### src/rtl/fifo_write_arbiter.sv
// fifo_write_arbiter: shares one synchronous FIFO write port between two
// valid/ready producers using round-robin arbitration with burst hold.
// A credit counter mirrors FIFO occupancy, so the FIFO can never overflow.
//
// Ports:
//   clk, rst_n              clock and asynchronous active-low reset
//   s0_valid/data/ready     producer 0 handshake (ready is combinational)
//   s1_valid/data/ready     producer 1 handshake (ready is combinational)
//   fifo_rd_en              consumer read strobe; returns one credit
//   fifo_wr_en/wr_data      registered FIFO write strobe and word
//   credits                 free FIFO slots as tracked here
//
// Build option: define FIFO_ARB_FIXED_PRI_EN for fixed priority (producer 0
// wins in IDLE). Without it, round-robin arbitration is used.
module fifo_write_arbiter #(
    parameter int DW    = 8,
    parameter int DEPTH = 16,
    parameter int BURST = 4,
    localparam int CW   = $clog2(DEPTH + 1)
) (
    input  logic          clk,
    input  logic          rst_n,
    input  logic          s0_valid,
    input  logic [DW-1:0] s0_data,
    output logic          s0_ready,
    input  logic          s1_valid,
    input  logic [DW-1:0] s1_data,
    output logic          s1_ready,
    input  logic          fifo_rd_en,
    output logic          fifo_wr_en,
    output logic [DW-1:0] fifo_wr_data,
    output logic [CW-1:0] credits
);

    localparam int BW = $clog2(BURST + 1);
    localparam logic [CW-1:0] FULL = CW'(DEPTH);
    localparam logic [BW-1:0] BMAX = BW'(BURST);

    typedef enum logic {IDLE, HOLD} state_t;

    state_t        state;
    logic          owner;
    logic [BW-1:0] burst_cnt;

    logic owner_valid;
    logic hold;
    logic pick_valid;
    logic pick;
    logic pair_pick;
    logic has_credit;
    logic accept;
    logic rd_ok;
    logic rel;
    logic rel_id;

`ifdef FIFO_ARB_FIXED_PRI_EN
    assign pair_pick = 1'b0;
`else
    logic last_grant;

    // Remembers who released the grant last, so a contended IDLE cycle
    // goes to the other producer.
    always_ff @(posedge clk or negedge rst_n) begin
        if (!rst_n) begin
            last_grant <= 1'b1;
        end else if (rel) begin
            last_grant <= rel_id;
        end
    end

    assign pair_pick = ~last_grant;
`endif

    always_comb begin
        owner_valid = owner ? s1_valid : s0_valid;
        // An owner that drops valid loses the grant in the same cycle,
        // letting the other producer be served without a bubble.
        hold       = (state == HOLD) && owner_valid;
        pick_valid = 1'b0;
        pick       = 1'b0;
        if (hold) begin
            pick_valid = 1'b1;
            pick       = owner;
        end else if (s0_valid && s1_valid) begin
            pick_valid = 1'b1;
            pick       = pair_pick;
        end else if (s0_valid) begin
            pick_valid = 1'b1;
            pick       = 1'b0;
        end else if (s1_valid) begin
            pick_valid = 1'b1;
            pick       = 1'b1;
        end
    end

    assign has_credit = (credits != '0);
    assign accept     = rst_n && has_credit && pick_valid;
    assign s0_ready   = accept && !pick;
    assign s1_ready   = accept && pick;
    // A read with a full credit count means the FIFO is empty; ignore it.
    assign rd_ok      = fifo_rd_en && (credits != FULL);

    // The grant is released when the burst completes or the owner leaves.
    always_comb begin
        rel    = 1'b0;
        rel_id = accept ? pick : owner;
        if (accept && !hold && BMAX == BW'(1)) begin
            rel = 1'b1;
        end else if (accept && hold && burst_cnt == BMAX - BW'(1)) begin
            rel = 1'b1;
        end else if (!accept && state == HOLD && !owner_valid) begin
            rel = 1'b1;
        end
    end

    always_ff @(posedge clk or negedge rst_n) begin
        if (!rst_n) begin
            state        <= IDLE;
            owner        <= 1'b0;
            burst_cnt    <= '0;
            credits      <= FULL;
            fifo_wr_en   <= 1'b0;
            fifo_wr_data <= '0;
        end else begin
            fifo_wr_en <= accept;
            if (accept) begin
                fifo_wr_data <= pick ? s1_data : s0_data;
            end

            if (accept && !rd_ok) begin
                credits <= credits - 1'b1;
            end else if (!accept && rd_ok) begin
                credits <= credits + 1'b1;
            end

            if (rel) begin
                state     <= IDLE;
                burst_cnt <= '0;
            end else if (accept && !hold) begin
                state     <= HOLD;
                owner     <= pick;
                burst_cnt <= BW'(1);
            end else if (accept) begin
                burst_cnt <= burst_cnt + 1'b1;
            end
        end
    end

endmodule
### config.mk
export PLATFORM = sky130hd
export DESIGN_NAME = fifo_write_arbiter
export DESIGN_NICKNAME = d
export VERILOG_FILES = /design/src/rtl/fifo_write_arbiter.sv
export SDC_FILE = /design/constraint.sdc
export NUM_CORES = 1
export LEC_CHECK = 0
export CAP_MARGIN = 30
export CORE_UTILIZATION = 41
export DETAILED_ROUTE_END_ITERATION = 6
export GPL_TIMING_DRIVEN = 0
export HOLD_SLACK_MARGIN = 0.05
export PLACE_DENSITY = 0.83
export SLEW_MARGIN = 10
export SYNTH_ARGS = -nofsm -noshare
export SYNTH_HDL_FRONTEND = slang
export SYNTH_SLANG_ARGS = --single-unit
### constraint.sdc
create_clock -name clk -period 3.15 [get_ports clk]
set_input_delay 0.63 -clock clk [delete_from_list [all_inputs] [get_ports clk]]
set_output_delay 0.63 -clock clk [all_outputs]
set_load 0.01 [all_outputs]
==> flow_summary.yaml <==
run_status:
  outcome: "finished, final reports clean"
power:
  powerDensity_nw_per_um2: 700
  p_leak_nw: 0.653
  peakVddDrop_mv: 0.549
sta:
  drv_slew: 0
  setup_slack_ns: 0.104
  fin_crit_sh_pct: 96.7
  fin_crit_ns: 3.05
  tightest_slew_ns: 0.751
  max_freq_ghz: 0.328
  rsz0062_at_grt: "false"
  hold_viol: 0
  setup_viol: 0
  maxSlewHeadroom_pct: 49.6
  tns_ns: 0
  clock_skew_ns: 0.0136
synth:
  syn_nets: 148
  synth_commonest_cells: "dfrtp_1, nor2_1, o21ai_0"
  synthTopCellsByArea: "dfrtp_1, ha_1, a31oi_1"
  yosysSeqAreaShare_pct: 43.0
  yosysWarningCount: 0
  syn_area_um2: 1170
  synth_edf_count: 0
  yosys.area.top_type: "dfrtp_1"
  synth.distinct_cells: 37
  yosysTopAreaCellShare_pct: 38.5
  ys_ff_latch: 20
  avgSynthCellArea_um2: 9.59
  syn_inst: 122
  synthFlopType: "dfrtp_1"
  ys_async_sr_fraction_pct: 100
  synth_most_common_cell: "dfrtp_1"
routing:
  remaining_drc_errors: 0
  viasPerCell: 5.52
  routedWlPerCell_um: 15.0
  vias: 1066
  drtAntennaViolNets: 0
  drt_first_pass_iters: 4
  drt_iter0_drc: 12
  routed_wl_um: 2900
global_route:
  grt_pass1_vias: 1071
  grt_pass1_wl_um: 4850
  grt_max_degree: 22
  grt_overflow_total: 0
  grt_antenna_before_repair: 0
  grt_util_all_layers_pct: 20.0
place:
  place_congestion: 0.813
  dp.cells: 189
  pre_cts_ws_ns: -0.969
  io_buffers: 36
  hpwl_um: 2200
critical_path:
  r2r_slack_ns: 0.21
  cp-end-kind: "output port"
  critPathMaxFanout: 10
  cpMostUsedCell: "clkdlybuf4s50_1"
  critPathMaxStageDelay_ns: 0.54
  crit_arrival_ns: 2.42
  crit_chain: "clkdlybuf4s50_1 -> o21ai_1 -> nand2_1 -> nor2_1 -> clkdlybuf4s50_1"
  start_kind: "input pin"
  cp_slowest_cell: "clkdlybuf4s50_1"
  worst_ep_required_time_ns: 2.52
  reg2reg_from: "credits[1]"
  critPathKind: "input pin to output port"
  r2r_end: "credits[2]"
  ff2ff_path_depth: 12
cells_and_area:
  layout.cells.non_filler: 193
  nets: 190
  synthToLayoutAreaGrowth_pct: 36.6
  layout-drive-gt1-share_pct: 10.5
  diodes: 0
clock_tree:
  cts_tree: "yes"
  clockRootBuffer: "clkbuf_4"
  htreeDepth: 1
  numCtsBuffers: 3
  clk_pin_slew_ns: 0.12
  cts_buffer_depth: 2
  cts_hold_buf: 0
  clock_latency_ns: 0.32
  cts_sinks: 20
worst_hold_path:
  hp-class: "input pin to asynchronous set/reset pin"
floorplanning:
  coreArea_um2: 2730
  die_y_um: 55.4
  start_util_pct: 42.8
  row_count: 19
  die_x_um: 55.4
  io_pins: 37
  die_area_um2: 3070
flow_run:
  maxCapViolCount: 0
[kinds of logic after synthesis]
kind of cell,count (synthesis),synth area share [%]
compound gates,35,20.4
xor+xnor,7,5.24
fa+ha+maj,5,5.35
buf+inv,12,5.56
flops,20,43.0
mux,4,3.64
simple gates,39,16.8
[critical path, delay by kind of cell]
kind	cells	cell delay (ns)
AO/OA/AOI/OAI	1	0.46
buffers and inverters	2	1.06
AND/OR/NAND/NOR	2	0.27
[registers in the layout, summed over array words and instances (netlist names)]
signal        count
fifo_wr_data      8
credits           5
burst_cnt         3
fifo_wr_en        1
last_grant        1
owner             1
state             1
[stage by stage]
stage                     utilization [%]  hold WS, ns  area (um^2)  power (mW)
after floorplan                         -        0.334         1170       0.754
after global placement               57.4        0.471         1570       0.967
after detailed placement             57.4        0.479         1570       0.994
after CTS                            58.8        0.387         1610        1.13
after global routing                 58.4        0.285         1600        1.21
final                                58.4        0.254         1600        1.12
[placed cells by master, fill, tap and decap left out, types with 3 or more instances in the layout]
cell             synthesis  routed
a21oi_1                  4       4
a31oi_1                  9       9
buf_2                    2       3
clkbuf_4                 0       3
clkdlybuf4s50_1          0      35
dfrtp_1                 18      18
ha_1                     5       5
inv_1                    5       5
nand2_1                  6       6
nand3_1                 10      10
nor2_1                  11      11
nor2b_1                  3       3
o21ai_0                 11      11
xor2_1                   5       5
[metal layers]
layer | vias to the layer above | GRT usage, % | wire length, um
met1 | 513 | 22.7 | 1210
met2 | 21 | 36.3 | 1550
li1 | 525 | - | -
met3 | 7 | 5.62 | 81
met4 | 0 | 5.71 | 53
met5 | - | 0 | 0
[worst max path at each step]
stage,end,cells after the start,from,slack (ns)
6_report,s1_ready,5,s0_valid,0.10
2_1_floorplan,credits[2],13,credits[2],0.16
3_3_place_gp,credits[2],12,rst_n,-0.87
4_1_cts,s1_ready,5,s0_valid,0.10
3_5_place_dp,credits[2],12,rst_n,-0.97
5_1_grt,s1_ready,5,s1_valid,0.01
[cell type report]
type	instances	area, um^2
buffer	5	36.3
tap	31	38.8
multi-input combinational	90	602
sequential	20	503
fill	236	1140
inverter	6	25.0
clock buffer	3	22.5
timing repair buffer	38	370
[repair_timing]
action | CTS | global route
resized for setup | 3 | 2
pin swaps | 1 | 0
setup endpoints to repair | 6 | 3
buffers inserted | 2 | 0
[power by group]
part           internal, mW  switching (mW)
clock                0.0448          0.0824
combinational         0.300           0.259
sequential            0.353          0.0791
total                 0.698           0.420
Power figures use the tool's default switching activity.
